File: config.mk
export PLATFORM = sky130hd
export DESIGN_NAME = io_controller_flat
export DESIGN_NICKNAME = d
export VERILOG_FILES = /design/src/rtl/io_controller_if.sv /design/src/rtl/io_controller.sv /design/src/flat_wrapper.sv
export SDC_FILE = /design/constraint.sdc
export NUM_CORES = 1
export LEC_CHECK = 0
export ABC_AREA = 1
export ABC_CLOCK_PERIOD_IN_PS = 3200
export BUFFER_PORTS_ARGS = -buffer_cell sky130_fd_sc_hd__buf_4
export CORE_ASPECT_RATIO = 0.9
export CORE_UTILIZATION = 53
export CTS_CLUSTER_SIZE = 20
export DETAILED_ROUTE_END_ITERATION = 6
export PLACE_DENSITY = 0.84
export RECOVER_POWER = 25
export REMOVE_ABC_BUFFERS = 1
export SETUP_SLACK_MARGIN = 0.05
export SLEW_MARGIN = 40
export SYNTH_ARGS = -nofsm -noshare
export SYNTH_HDL_FRONTEND = slang
export SYNTH_SLANG_ARGS = --single-unit
File: constraint.sdc
create_clock -name CLOCK_50 -period 3.2 [get_ports CLOCK_50]
set_clock_uncertainty 0.1 [all_clocks]
set_input_delay 0.64 -clock CLOCK_50 [delete_from_list [all_inputs] [get_ports CLOCK_50]]
set_output_delay 0.64 -clock CLOCK_50 [all_outputs]
set_load 0.01 [all_outputs]
File: src/rtl/io_controller_if.sv
// Processor data-bus connection between the CPU and the memory-mapped I/O block.
interface io_controller_if #(parameter int DBITS = 32);
  logic [DBITS-1:0] addr;
  logic [DBITS-1:0] wdata;
  logic             we;
  logic             re;
  logic [DBITS-1:0] rdata;
  logic             rvalid;
  logic             is_io;

  modport master (output addr, wdata, we, re, input rdata, rvalid, is_io);
  modport slave  (input addr, wdata, we, re, output rdata, rvalid, is_io);
endinterface

File: src/rtl/io_controller.sv
// Memory-mapped I/O for the DE-board: HEX/LEDR/LEDG output registers,
// synchronized KEY/SW inputs with ready/overrun status registers.
module io_controller #(
  parameter int               DBITS      = 32,
  parameter logic [DBITS-1:0] ADDR_HEX   = 32'hF0000000,
  parameter logic [DBITS-1:0] ADDR_LEDR  = 32'hF0000004,
  parameter logic [DBITS-1:0] ADDR_LEDG  = 32'hF0000008,
  parameter logic [DBITS-1:0] ADDR_KEY   = 32'hF0000010,
  parameter logic [DBITS-1:0] ADDR_SW    = 32'hF0000014,
  parameter logic [DBITS-1:0] ADDR_KCTRL = 32'hF0000110,
  parameter logic [DBITS-1:0] ADDR_SCTRL = 32'hF0000114
) (
  input  logic        CLOCK_50,
  input  logic        RESET,
  io_controller_if.slave bus,
  input  logic [3:0]  KEY,
  input  logic [9:0]  SW,
  output logic [15:0] HEX,
  output logic [9:0]  LEDR,
  output logic [7:0]  LEDG
);

  // KEY is inverted before the first stage so a reset value of 0 means "released".
  logic [3:0] key_meta, ksync, ksync_prev;
  logic [9:0] sw_meta, ssync, ssync_prev;
  logic       k_ready, k_overrun, s_ready, s_overrun;
  logic       key_event, sw_event;
  logic       ld_key, ld_sw, clr_kovr, clr_sovr;
  logic [DBITS-1:0] read_val;
  logic       unused_wdata;

  assign bus.is_io = (bus.addr[31:12] == 20'hF0000);

  assign key_event = (ksync != ksync_prev);
  assign sw_event  = (ssync != ssync_prev);
  assign ld_key    = bus.re && (bus.addr == ADDR_KEY);
  assign ld_sw     = bus.re && (bus.addr == ADDR_SW);
  assign clr_kovr  = bus.we && (bus.addr == ADDR_KCTRL) && !bus.wdata[2];
  assign clr_sovr  = bus.we && (bus.addr == ADDR_SCTRL) && !bus.wdata[2];

  assign unused_wdata = ^bus.wdata[DBITS-1:16];

  // Full-address decode; any non-I/O address misses every case and reads 0.
  always_comb begin
    read_val = '0;
    case (bus.addr)
      ADDR_HEX:   read_val[15:0] = HEX;
      ADDR_LEDR:  read_val[9:0]  = LEDR;
      ADDR_LEDG:  read_val[7:0]  = LEDG;
      ADDR_KEY:   read_val[3:0]  = ksync;
      ADDR_SW:    read_val[9:0]  = ssync;
      ADDR_KCTRL: read_val[2:0]  = {k_overrun, 1'b0, k_ready};
      ADDR_SCTRL: read_val[2:0]  = {s_overrun, 1'b0, s_ready};
      default:    read_val       = '0;
    endcase
  end

  always_ff @(posedge CLOCK_50) begin
    if (RESET) begin
      key_meta   <= '0;
      ksync      <= '0;
      ksync_prev <= '0;
      sw_meta    <= '0;
      ssync      <= '0;
      ssync_prev <= '0;
      k_ready    <= 1'b0;
      k_overrun  <= 1'b0;
      s_ready    <= 1'b0;
      s_overrun  <= 1'b0;
      HEX        <= '0;
      LEDR       <= '0;
      LEDG       <= '0;
      bus.rdata  <= '0;
      bus.rvalid <= 1'b0;
    end else begin
      key_meta   <= ~KEY;
      ksync      <= key_meta;
      ksync_prev <= ksync;
      sw_meta    <= SW;
      ssync      <= sw_meta;
      ssync_prev <= ssync;

      if (bus.we) begin
        case (bus.addr)
          ADDR_HEX:  HEX  <= bus.wdata[15:0];
          ADDR_LEDR: LEDR <= bus.wdata[9:0];
          ADDR_LEDG: LEDG <= bus.wdata[7:0];
          default:   ;
        endcase
      end

      // A change event beats any same-cycle clear of ready or overrun.
      if (key_event)   k_ready <= 1'b1;
      else if (ld_key) k_ready <= 1'b0;
      if (key_event && k_ready) k_overrun <= 1'b1;
      else if (clr_kovr)        k_overrun <= 1'b0;

      if (sw_event)   s_ready <= 1'b1;
      else if (ld_sw) s_ready <= 1'b0;
      if (sw_event && s_ready) s_overrun <= 1'b1;
      else if (clr_sovr)       s_overrun <= 1'b0;

      bus.rvalid <= bus.re;
      if (bus.re) bus.rdata <= read_val;
    end
  end

endmodule

File: src/flat_wrapper.sv
// flat-port wrapper written by rule: the top's interface ports become plain ports
module io_controller_flat 
#(
  parameter int               DBITS      = 32,
  parameter logic [DBITS-1:0] ADDR_HEX   = 32'hF0000000,
  parameter logic [DBITS-1:0] ADDR_LEDR  = 32'hF0000004,
  parameter logic [DBITS-1:0] ADDR_LEDG  = 32'hF0000008,
  parameter logic [DBITS-1:0] ADDR_KEY   = 32'hF0000010,
  parameter logic [DBITS-1:0] ADDR_SW    = 32'hF0000014,
  parameter logic [DBITS-1:0] ADDR_KCTRL = 32'hF0000110,
  parameter logic [DBITS-1:0] ADDR_SCTRL = 32'hF0000114
)
  (CLOCK_50, RESET, KEY, SW, HEX, LEDR, LEDG, bus_addr, bus_wdata, bus_we, bus_re, bus_rdata, bus_rvalid, bus_is_io);
  io_controller_if #(.DBITS(DBITS)) bus_i ();
  input  logic CLOCK_50;
  input  logic RESET;
  input  logic [3:0] KEY;
  input  logic [9:0] SW;
  output logic [15:0] HEX;
  output logic [9:0] LEDR;
  output logic [7:0] LEDG;
  input wire logic [$bits(bus_i.addr)-1:0] bus_addr;
  input wire logic [$bits(bus_i.wdata)-1:0] bus_wdata;
  input wire logic [$bits(bus_i.we)-1:0] bus_we;
  input wire logic [$bits(bus_i.re)-1:0] bus_re;
  output wire logic [$bits(bus_i.rdata)-1:0] bus_rdata;
  output wire logic [$bits(bus_i.rvalid)-1:0] bus_rvalid;
  output wire logic [$bits(bus_i.is_io)-1:0] bus_is_io;
  assign bus_i.addr = bus_addr;
  assign bus_i.wdata = bus_wdata;
  assign bus_i.we = bus_we;
  assign bus_i.re = bus_re;
  assign bus_rdata = bus_i.rdata;
  assign bus_rvalid = bus_i.rvalid;
  assign bus_is_io = bus_i.is_io;
  io_controller #(.DBITS(DBITS), .ADDR_HEX(ADDR_HEX), .ADDR_LEDR(ADDR_LEDR), .ADDR_LEDG(ADDR_LEDG), .ADDR_KEY(ADDR_KEY), .ADDR_SW(ADDR_SW), .ADDR_KCTRL(ADDR_KCTRL), .ADDR_SCTRL(ADDR_SCTRL)) u_core (.CLOCK_50(CLOCK_50), .RESET(RESET), .bus(bus_i), .KEY(KEY), .SW(SW), .HEX(HEX), .LEDR(LEDR), .LEDG(LEDG));
endmodule
# == After elaboration in Yosys (flattened, before gate mapping) ==
# Index checks and enable logic that the tools add are counted.
# op_classes
eq_ne,10
mux,13
n_bitwise,1
n_reduce_logical,16
# ops
op,count
$eq A32 B32 Y1 const B,7
$pmux W3 S7,1
$eq A20 B20 Y1 const B,1
$pmux W4 S4,1
$ne A10 B10 Y1,1
$logic_and A1 B1 Y1,8
$mux W1,8
$reduce_bool A2 Y1,4
$mux W6,1
$pmux W2 S3,1
$reduce_and A2 Y1,3
$pmux W1 S5,1
$ne A4 B4 Y1,1
$not A4 Y4,1
$logic_not A1 Y1,1
# word_totals
input_bits,82
elab_cells,55
register_bits,97

# == Logic depth before layout (Yosys ltp) ==
# Gate-level depths: netlist (run 1).
# logic_depth
ltp_word,5
depth_mapped,12

# == Least setup slack after synthesis (run 1) ==
# OpenSTA, ideal clock, no wires.
# synth_timing
path_kind,in2out
startpoint,in bus_addr[24]
endpoint,out bus_is_io
cell_stages,5
setup_slack_ns,1.115
n_path_buf,0
t_arrival_ns,1.345
t_required_ns,2.460
path_cell_list,inv_1 nand2_1 nor2_2 nand2_2 nor4_1
# synth_between
elab_chain_cells,1
# synth_lines
element,line_no,rtl
start: declaration,flat_wrapper.sv:22,input wire logic [$bits(bus_i.addr)-1:0] bus_addr;
$eq A20 B20 Y1,io_controller.sv:32,assign bus.is_io = (bus.addr[31:12] == 20'hF0000);
end: declaration,flat_wrapper.sv:28,output wire logic [$bits(bus_i.is_io)-1:0] bus_is_io;
# No other way between the ends.

# == Final worst setup path (run 1) ==
# Ends and elaborated chain as after synthesis.

==> impl.org, run 1 <==
** STA
- Static timing analysis puts the maximum clock frequency at 446 MHz.
- Post-route setup TNS :: 0 ns
- Tightest slew margin relative to the limit :: 0.247
- Setup repair after global routing left no endpoint under its margin.
- In the finished design, the share of the clock period the worst path needs comes to 0.701.
- Count of final hold-check violations :: 0
- The routed design could run at a clock period as short as 2.24 ns.
- The number of max-slew violations in the final report came to 0.
- Setup ws final :: about 0.96 ns
- Setup violations remaining at the end of the flow were counted as 0.
- Worst Hold Margin :: 0.304 ns
- Transition time at the pin with the least slew margin :: 1.13 ns

** Synthesis
- The synthesized netlist contains 33 unique library cells.
- Number of cells produced by synthesis :: between 500 and 600
- After synthesis, the share of cell area in mux cells is 0.
- Number of enable-type register cells in the synthesized netlist :: 0
- Most used flip-flop cell after synthesis :: dfxtp_1
- Counting flops and latches in the post-synthesis netlist gives 97.
- Ys Warns :: 0
- The share of the Yosys chip area taken by registers is 0.464.
- Compound-Gate Fraction of Synth Area :: 0.128
- Of the total synthesized cell area, the portion taken by AND, OR, NAND and NOR gates is 0.250.
- By area, the combinational part of the netlist is dominated by simple AND/OR/NAND/NOR gates.
- Of the total synthesized cell area, the portion taken by full adders, half adders and majority gates is 0.
- Netlist area before placement :: 0.00419 mm2
- Dividing the synthesized area by the synthesized cell count gives roughly 7.5 um2.
- Async set-or-reset flop fraction in the synthesized netlist :: 0
- Of the total synthesized cell area, the portion taken by XOR and XNOR cells is 0.0167.

** Worst setup path
- The startpoint identified for the worst register-to-register timing path is u_core.ssync[8].
- Slack of the worst reg-to-reg path :: 1.83 ns
- Cells along the critical path :: buf_4 -> inv_1 -> nand2_1 -> nor2_2 -> nand2_2 -> nor4_1 -> buf_4
- Critical Path Most Common Cell :: buf_4
- Critical path arrival :: 1.50 ns
- The cell family contributing the most delay on the critical path is simple AND/OR/NAND/NOR gates.
- Slowest stage cell on the critical path :: nor4_1
- Critical Path Max Stage Delay :: roughly 0.27 ns
- Critical path startpoint category :: input pin
- The number of buffers and inverters on the critical path is 3.
- STA classifies the critical path endpoint as an output port.
- Crit path max fanout :: 2
- The setup path with the least slack is of type input pin to output port.
- Critical R2R Capture :: u_core.s_overrun
- Worst endpoint required time :: between 2 and 2.5 ns
- Total number of cells along the worst setup path :: 7
- The worst register-to-register path has a depth of 5.

** Routing
- The first detailed-routing pass ran for 4 iterations.
- Total vias in the final route :: ~3,800
- Average wire length per cell after detail routing :: approximately 12 um
- DRC :: 0
- Antenna Nets Post-Route :: 0
- In the routed layout, each cell is associated on average with a via count of ~5.0.
- Summed over all layers, the routed wires come to between 9000 and 10,000 um.
- The detailed router finished its first iteration with between 200 and 250 violations.

** Global routing
- Global-route total usage across every layer :: 0.239
- The number of global-route vias before repair came to 3,457.
- The number of antenna violations at the first check in global routing was 0.
- Largest net degree at the start of global routing :: 60
- Remaining global-route overflow :: 0
- The first global-routing pass estimated 15,300 um of wire.

** Clock tree
- Number of buffers inserted by post-CTS setup repair :: 0
- In this run, post-CTS repair resized a total of 0 instances.
- Clock transition time at the flip-flop clock pins of the worst setup and hold paths :: 0.08 ns
- For this design, the CTS-stage hold fixing added 0 buffers.
- The H-tree generated during clock tree synthesis spans 3 levels.
- TritonCTS created 9 clock buffers.
- TritonCTS built the clock tree.
- No sink is reached through more buffers than the 2 on the longest clock path.
- The cell sitting at the root of the clock tree is a clkbuf_8.
- Clock latency reported for the late side of the worst-skew pair :: about 0.37 ns
- Count of clock tree sinks :: 97

** Place
- Number of port buffers :: about 120
- Post-Place Worst Slack :: between 0.8 and 0.9 ns
- Placement-stage cell area :: 0.00499 mm2
- At the end of routability-driven placement, the weighted congestion stood at between 0.8 and 0.9.
- Detailed placement ended at an HPWL of ~6700 um.

** Flow run
- Max-Cap Viols :: 0

** Floorplan
- Num rows :: 30
- 150 I/O pins were placed.
- The region available for standard cell placement spans about 0.0076 mm2.
- Area enclosed by the die boundary :: 0.00826 mm2
- The floorplan step set the die width to around 96 um.
- For this configuration, the core starts out at a cell density of 0.552.
- The die is roughly 86 um tall.

** Cells and area
- With fillers left out, the area of the finished cells amounts to just over 0.005 mm2.
- Measured on the finished design, the core utilization comes to 0.684.
- 0 antenna diodes ended up in the layout.
- Compared with the post-synthesis result, the final layout area differs by 23.8%.
- The final layout contains roughly 750 nets.
- Share of final-layout standard cells stronger than drive strength 1 :: 0.258
- Count of fill cells added during filler insertion :: 634
- In the layout the commonest cells are buf_4, dfxtp_1, nand2_1, nor2_1, inv_1.
- The library cell used most frequently in the layout, excluding fill and tap cells, is buf_4.

** Min path
- The startpoint identified for the worst hold timing path is u_core.sw_meta[3].
- The worst hold path passes through 2 cells.
- The worst hold path terminates at u_core.ssync[3].
- The tightest min-delay check is of the register to register type.

** Run status
- The flow ran to the end, and the final reports show no timing, DRC or antenna violations.

** Pwr
- Leakage power summed over all cells :: between 2 and 3 nW
- In this run the power density over the cells is about 440 mW/mm2.
- The worst-case IR drop observed on VDD is between 300 and 400 uV.
==> through the flow <==
step	power, W	instances
after floorplan	0.00136	534
after global placement	0.00146	748
after detailed placement	0.00147	748
after CTS	0.00228	762
after global routing	0.00236	762
final	0.00227	762
==> layer usage <==
metal,vias up,wire [um],track usage
met2,157,4560,0.410
met1,1738,3950,0.288
met4,0,163,0.102
met3,19,817,0.0491
met5,-,0,0
li1,1902,-,-
==> synth_stat cells, types with 2 or more instances <==
library cell | instances | area share
a211oi_2 | 2 | 0.0060
a21oi_1 | 47 | 0.056
buf_2 | 2 | 0.0024
buf_4 | 16 | 0.029
buf_6 | 7 | 0.019
clkbuf_1 | 12 | 0.011
dfxtp_1 | 97 | 0.46
inv_1 | 76 | 0.068
inv_2 | 10 | 0.0090
nand2_1 | 87 | 0.078
nand2_2 | 7 | 0.010
nand2_4 | 2 | 0.0054
nand3_1 | 23 | 0.027
nand4_1 | 2 | 0.0030
nor2_1 | 78 | 0.070
nor2_2 | 5 | 0.0075
nor2_4 | 4 | 0.011
nor2_8 | 3 | 0.014
nor3_1 | 7 | 0.0084
nor4_1 | 2 | 0.0030
o211ai_2 | 2 | 0.0060
o21ai_0 | 33 | 0.039
o21ai_1 | 13 | 0.016
or2_2 | 5 | 0.0075
xnor2_1 | 4 | 0.0084
xor2_1 | 4 | 0.0084
==> power breakdown <==
group / internal, W / total (W) / leakage, nW / switching, W
Combinational: 0.0000892 / 0.000187 / 1.72 / 0.0000981
Clock: 0.000433 / 0.000833 / 0.0955 / 0.000400
Sequential: 0.00124 / 0.00125 / 0.791 / 0.0000152
==> cell families after synthesis <==
group / Yosys count
AOI/OAI and AO/OA: 100
xor gates and xnor gates: 8
buffers and inverters: 125
DFF: 97
other: 1
and+or+nand+nor: 226
==> how the worst max path moves through the flow <==
stage / startpoint / endpoint / slack (ns)
after detailed placement: bus_addr[24] / u_core.LEDR[8] / 0.82
final: bus_addr[24] / bus_is_io / 0.96
after global routing: bus_addr[25] / bus_is_io / 0.86
after CTS: bus_addr[24] / bus_is_io / 0.95
after global placement: bus_addr[24] / u_core.LEDR[4] / 0.85
after floorplan: bus_addr[24] / bus_is_io / 1.11
==> registers in the layout, indices dropped and copies added, names as in the netlist, 4 cells and up <==
signal and count:
u_core.HEX 16, u_core.bus.rdata 16, u_core.LEDR 10, u_core.ssync 10, u_core.ssync_prev 10, u_core.sw_meta 10
u_core.LEDG 8, u_core.key_meta 4, u_core.ksync 4, u_core.ksync_prev 4
==> cell type report <==
cell class | instances | area, um2 | share of cell area
sequential | 97 | 1940 | 0.375
multi-input combinational | 350 | 1720 | 0.331
timing repair buffer | 118 | 880 | 0.170
inverter | 87 | 328 | 0.0632
clock buffer | 11 | 131 | 0.0253
tap | 96 | 120 | 0.0232
clock inverter | 3 | 67.6 | 0.0130
==> worst register-to-register path, delay by kind of cell (launching register included) <==
family,cells,cell delay (ns)
DFF,1,0.33
AOI/OAI and AO/OA,2,0.22
and+or+nand+nor,3,0.54
No activity file was read; power rests on OpenSTA's default activity.
==> run 2: changes to the inputs <==
Settings changed: ABC_CLOCK_PERIOD_IN_PS 3200 to 1920, CORE_UTILIZATION 53 to 45, PLACE_DENSITY 0.84 to 0.76.
Clock period 3.2 ns to 1.92 ns, I/O delays scaled along.
==> run 2 against run 1 <==
Worst setup slack got worse by 0.74 ns; clock power is 39% higher; final area up 2.3%; register-to-register slack lost 1.3 ns; sequential share of layout area down 0.85 points; first-iteration DRC count decreased by 5.1%; flip-flop and latch count is the same; clock-buffer cell count is 1 lower; hold slack got worse by 0.23 ns; total power is 57% higher; cell count up 5.2%; critical endpoint unchanged; largest cell class unchanged.
==> impl.org, run 2 (same netlist as run 1, synthesis figures left out) <==
** Run status
- Outcome :: finished, final reports clean

** Worst setup path
- The critical path arrival was 1.21 ns (-0.29 ns).
- The required time reported for the critical path endpoint is 1.44 ns (-1.02 ns).
- In this run the critical register-to-register path is launched from u_core.ssync[8].
- The worst register-to-register path ends at u_core.s_ready.
- Slack of the worst reg-to-reg path :: 0.57 ns (-1.26 ns)
- Crit path max fanout :: 2 (unchanged)
- R2R cell count :: 5 (unchanged)
- Critical Setup Path Class :: input pin to output port
- STA classifies the critical path endpoint as an output port.
- Critical path startpoint category :: input pin

** Min path
- Worst Hold End :: u_core.key_meta[1]
- Worst Hold Launch :: KEY[1]
- Hold Path Depth :: 2 (unchanged)
- The tightest min-delay check is of the input pin to register type.

** Pwr
- The fraction of power spent switching nets came to 0.246 (+0.0196).
- Seq pwr share :: 0.585 (+0.034)
- The share of power burned in the clock network came to 0.326 (-0.040).
- The total power draw was 0.00357 W (+57%).
- The cell internal power dissipation came to 0.00269 W (+53%).
- The worst-case vdd ir drop came to 450 uV (+43%).
- The leakage power of the design is 2.66 nW (+2.3%).
- The power per cell area was 672 mW/mm2 (+53%).
- The fraction of power consumed by combinational cells was 0.089 (+0.007).
- Switch Pwr :: 0.000875 W (+70%)

** Clock tree
- CTS Root Buffer Type :: clkbuf_8
- Cts-stage hold buffer count :: 0 (unchanged)
- Num CTS Buffers :: 9 (unchanged)
- Maximum level of the CTS H-tree :: 3 (unchanged)
- Clock transition time at the flip-flop clock pins of the worst setup and hold paths :: 0.08 ns (about the same)
- The number of buffers on the longest clock path came to 2 (unchanged).
- The total of cells resized after clock tree synthesis came to 0 (unchanged).
- The total number of clock tree sinks came to 97 (unchanged).
- Number of buffers inserted by post-CTS setup repair :: 0 (unchanged)
- TritonCTS built the clock tree.
- Clock latency reported for the late side of the worst-skew pair :: 0.36 ns (about the same)

** Cells and area
- The fraction of final layout cells sized beyond drive strength 1 was 0.274 (+0.0153).
- The number of inserted filler cells in the final layout came to 827 (+30%).
- Most frequent cells in the layout :: buf_4, dfxtp_1, nand2_1, nor2_1, inv_1
- Biggest registers after layout :: u_core.HEX x16, u_core.bus.rdata x16
- Area of all placed cells without fillers :: 0.00530 mm2 (+2.3%)
- The final instance count without filler cells was 802 (+5.2%).
- Total Nets Final :: 757 (+1.6%)
- Leaving out fill and tap cells, the most frequent cell in the layout is buf_4.
- Count of antenna diodes in the layout :: 0 (unchanged)
- Compared with the post-synthesis result, the final layout area differs by 26.7%.

** Routing
- The number of remaining DRC errors is 0 (unchanged).
- Routed Wire Length :: 9410 um (-0.85%)
- Total vias in the final route :: 3,752 (-1.7%)
- Iteration-0 DRC count of the detailed router :: 204 (-5.1%)
- The count of nets left with antenna violations after detail routing was 0 (unchanged).
- The final routed wire length divided by cell count came to 11.7 um (-5.8%).
- The first-pass iteration count of the detailed router came to 4 (unchanged).
- Average via count per standard cell :: 4.68 (-6.6%)

** Floorplan
- Horizontal die dimension :: 104 um (+8.3%)
- The I/O pin count is 150 (unchanged).
- The overall die height was 93.5 um (+8.3%).
- Initial cell density of the core :: 0.461 (-0.0913)
- Core Footprint :: 0.00908 mm2 (+20%)
- Area enclosed by the die boundary :: 0.00969 mm2 (+17%)
- The floorplan row count is 33 (+10%).

** STA
- Tcrit/Tclk final :: 0.884
- The number of failing setup endpoints in the final timing report came to 0 (unchanged).
- Setup repair after global routing left no endpoint under its margin.
- Tightest slew margin relative to the limit :: 0.314 (+0.0675)
- The number of max-slew violations in the final report was 0 (unchanged).
- Count of final hold-check violations :: 0 (unchanged)
- Post-route setup TNS :: 0 ns (unchanged)
- Static timing analysis puts the maximum clock frequency at about 590 MHz.
- Final min period :: roughly 1.7 ns
- Transition time at the pin with the least slew margin :: 1.03 ns (-0.101 ns)

** Global routing
- The aggregate global-route resource usage is 0.194 (-0.0441).
- The first-pass GRT wire length is 15,300 um (about the same).
- Largest net degree at the start of global routing :: 54 (-10%)
- Remaining global-route overflow :: 0 (unchanged)
- Vias in the first global route :: 3,440 (-0.49%)
- The number of antenna violations at the first check in global routing is 0 (unchanged).

** Place
- The detailed placer's ending HPWL is 6900 um (+2.8%).
- The cell area reported after detailed placement is 0.00514 mm2 (+3.0%).
- Gpl congestion :: 0.864 (+2.9%)
- The number of port buffers was 117 (unchanged).
- The cell count after placement was 786 (+5.1%).

** Flow run
- The number of max-cap violations came to 0 (unchanged).
==> run 2: changes by cell type in the layout (fill, tap and decap cells not counted) <==
cell	before	now
clkinv_2	1	3
clkbuf_1	3	2
inv_1	75	76
buf_12	0	2
buf_4	116	126
bufinv_16	2	0
clkinv_4	0	2
inv_6	0	1
inv_2	11	10
==> run 2: cell type report <==
class / count / area [um2] / share of cell area
clock inverters: 6 / 43.8 / 0.00826
flip-flops and latches: 97 / 1940 / 0.366
repair buffers: 130 / 995 / 0.188
multi-input cells: 350 / 1720 / 0.323
inverters: 87 / 328 / 0.0618
well taps: 122 / 153 / 0.0288
clock buffers: 10 / 128 / 0.0241
==> run 2: power groups by stage <==
stage	clock, W	sequential [W]	combinational [W]
2_1_floorplan	0	0.00213	0.000140
3_3_place_gp	0	0.00213	0.000309
3_5_place_dp	0	0.00214	0.000318
4_1_cts	0.00120	0.00209	0.000319
5_1_grt	0.00130	0.00209	0.000352
6_report	0.00116	0.00209	0.000316
==> run 2: worst max-delay path by stage <==
stage,start,end,cells after the start
4_1_cts,bus_addr[24],bus_is_io,7
6_report,bus_addr[24],bus_is_io,7
3_5_place_dp,bus_addr[16],u_core.HEX[5],11
3_3_place_gp,bus_addr[24],u_core.HEX[7],11
5_1_grt,bus_addr[25],u_core.HEX[7],11
2_1_floorplan,bus_addr[24],u_core.s_ready,9
==> run 2: per-layer routing <==
metal	track usage	vias to the layer above	share of wire
met5	0	-	0
met4	0.0690	0	0.010
met3	0.0551	10	0.082
met2	0.326	138	0.46
met1	0.240	1681	0.44
li1	-	1923	-
==> run 2: metrics by stage <==
step           utilization  worst slack, ns  hold slack (ns)
2_1_floorplan            -            0.194            0.288
3_3_place_gp         0.566          -0.0169            0.293
3_5_place_dp         0.566          -0.0577            0.295
4_1_cts              0.585            0.223           0.0638
5_1_grt              0.584            0.184           0.0542
6_report             0.584            0.222           0.0768
==> run 2: critical path, cell delays in order <==
cell and delay [ns]:
buf_4 0.11, inv_1 0.04, nand2_1 0.05, nor2_2 0.11
nand2_2 0.10, nor4_1 0.25, buf_4 0.17
==> run 3: changes to the inputs <==
Settings changed: PLACE_DENSITY 0.76 to 0.74.
==> run 3 against run 2 <==
Die area stayed put; final area up 0.21%; global-route usage increased by 0.57 points; critical endpoint unchanged; largest cell class unchanged; largest power group unchanged.
==> impl.org, run 3 (same netlist as run 1, synthesis figures left out) <==
** Run status
- The run finished with clean final reports.

** STA
- The final clock period utilization by the worst path was 0.898 (+0.0139).
- Final number of max-transition violations :: 0 (unchanged)
- Transition time at the pin with the least slew margin :: 1.32 ns (+0.288 ns)
- The number of failing setup endpoints in the final timing report is 0 (unchanged).
- Setup repair after global routing missed its margin :: no
- Tightest slew margin relative to the limit :: 0.123 (-0.192)
- The maximum operating frequency came to 580 MHz (-1.5%).
- The smallest setup slack after layout came to 0.195 ns (-0.0266 ns).
- The hold violation count in the final report came to 0 (unchanged).
- The post-layout minimum cycle time is 1.72 ns (+0.0266 ns).

** Clock tree
- Num CTS Buffers :: 9 (unchanged)
- Maximum level of the CTS H-tree :: 3 (unchanged)
- TritonCTS built the clock tree.
- The root buffer cell chosen for the clock tree is clkbuf_8.
- The clock latency of the later-clocked register in the worst-skew pair came to 0.36 ns (about the same).
- The clock-pin slew on the worst setup and hold paths is 0.09 ns (about the same).
- Resize count post-CTS :: 0 (unchanged)
- Clk buf depth :: 2 (unchanged)
- The total number of clock tree sinks is 97 (unchanged).
- The number of buffers added for setup after CTS came to 0 (unchanged).
- The hold buffer count at cts was 0 (unchanged).

** Global routing
- Remaining global-route overflow :: 0 (unchanged)
- Global-route total usage across every layer :: 0.200 (+0.00567)
- Global-route wire length before repair :: 15,700 um (+2.5%)
- The number of antenna violations at the first check in global routing was 0 (unchanged).
- The number of global-route vias before repair is 3,392 (-1.4%).
- Largest net degree at the start of global routing :: 39 (-28%)

** Routing
- Antenna Nets Post-Route :: 0 (unchanged)
- The routed wire length was 9630 um (+2.3%).
- DRC :: 0 (unchanged)
- The final routed wire length divided by cell count came to 12.0 um (+2.3%).
- The routed via count divided by cell count came to 4.69 (+0.29%).
- Number of iterations in the first detailed-routing pass :: 4 (unchanged)
- The first-iteration detailed-routing DRC count was 160 (-22%).
- The detailed-route via count was 3,763 (+0.29%).

** Worst setup path
- Crit path max fanout :: 2 (unchanged)
- Critical Setup Path Class :: input pin to output port
- Critical path arrival :: 1.24 ns (+0.03 ns)
- In this run the worst setup path begins at bus_addr[25].
- The required time reported for the critical path endpoint was 1.44 ns (about the same).
- Critical path startpoint category :: input pin
- Type of element capturing the critical path :: output port
- In this run the critical register-to-register path is launched from u_core.ssync[8].

** Pwr
- Leakage power summed over all cells :: 2.66 nW (about the same)
- The worst-case vdd ir drop is 407 uV (-9.7%).
- Power per standard cell area :: 672 mW/mm2 (about the same)

** Cells and area
- The summed area of non-filler cells in the final layout came to 0.00532 mm2 (+0.21%).
- Post-synthesis to final-layout area growth :: 27.0%
- The fraction of final layout cells sized beyond drive strength 1 was 0.272 (-0.00147).
- The largest registers in the layout are u_core.HEX x16, u_core.bus.rdata x16.
- The number of inserted filler cells in the final layout came to 821 (-0.73%).
- Count of antenna diodes in the layout :: 0 (unchanged)
- Total Nets Final :: 758 (+0.13%)
- Leaving out fill and tap cells, the most frequent cell in the layout is buf_4.
- Most frequent cells in the layout :: buf_4, dfxtp_1, nand2_1, nor2_1, inv_1

** Flow run
- Max-Cap Viols :: 0 (unchanged)

** Place
- Gpl congestion :: 0.839 (-3.0%)
- Number of port buffers :: 117 (unchanged)
- Post-detailed-placement half-perimeter wirelength :: 7000 um (+1.5%)
- Placement-stage cell area :: 0.00516 mm2 (+0.39%)
- The minimum setup slack after placement was -0.0561 ns (+0.00161 ns).

** Floorplan
- The total core area came to 0.00908 mm2 (unchanged).
- The I/O pin count came to 150 (unchanged).
- Initial cell density of the core :: 0.461 (unchanged)
- The floorplan row count came to 33 (unchanged).
- The overall die height was 93.5 um (unchanged).
- The horizontal extent of the die came to 104 um (unchanged).
- Area enclosed by the die boundary :: 0.00969 mm2 (unchanged)

** Min path
- The startpoint identified for the worst hold timing path is KEY[1].
- Type of the tightest min-delay check :: input pin to register
-- run 3: changes by cell type in the layout (fill, tap and decap cells not counted), sizes merged --
cell / before / now
clkinv: 5 / 4
inv: 87 / 88
-- run 3: final cells by class --
| class | instances | area (um2) | share of cell area |
|---|---|---|---|
| clock buffers | 9 | 124 | 0.0233 |
| clock inverters | 6 | 43.8 | 0.00824 |
| inverters | 87 | 328 | 0.0617 |
| multi-input cells | 350 | 1720 | 0.323 |
| flip-flops and latches | 97 | 1940 | 0.365 |
| well taps | 122 | 153 | 0.0287 |
| repair buffers | 131 | 1010 | 0.190 |
-- run 3: metal layers --
metal	track usage	vias to the layer above	routed length (um)
li1	-	1930	-
met2	0.328	130	4500
met3	0.0530	8	662
met5	0	-	0
met1	0.251	1695	4380
met4	0.0810	0	91
-- run 3: final timing paths --
kind	end	slack [ns]	depth (start not counted)
worst max-delay path	bus_is_io	0.20	7
worst min register to register	u_core.ssync[4]	0.30	2
worst max register to register	u_core.s_ready	0.60	5
worst min-delay path	u_core.key_meta[1]	0.07	2
-- run 3: power breakdown --
part / switching, W / internal [W]
Clock: 0.000700 / 0.000471
Combinational: 0.000165 / 0.000151
Sequential: 0.0000245 / 0.00206
-- run 3: per-stage QoR --
| stage | TNS [ns] | total power (W) | utilization | instances | hold WS, ns |
|---|---|---|---|---|---|
| floorplan | 0 | 0.00227 | - | 534 | 0.288 |
| global placement | -0.185 | 0.00244 | 0.568 | 787 | 0.294 |
| detailed placement | -0.426 | 0.00245 | 0.568 | 787 | 0.294 |
| CTS | 0 | 0.00361 | 0.586 | 802 | 0.0512 |
| global route | 0 | 0.00373 | 0.585 | 802 | 0.0457 |
| finish | 0 | 0.00357 | 0.585 | 802 | 0.0664 |
-- run 3: worst max-delay path, stage by stage --
cell,delay [ns]
buf_4,0.11
inv_1,0.05
nand2_1,0.06
nor2_2,0.11
nand2_2,0.10
nor4_1,0.26
buf_4,0.17
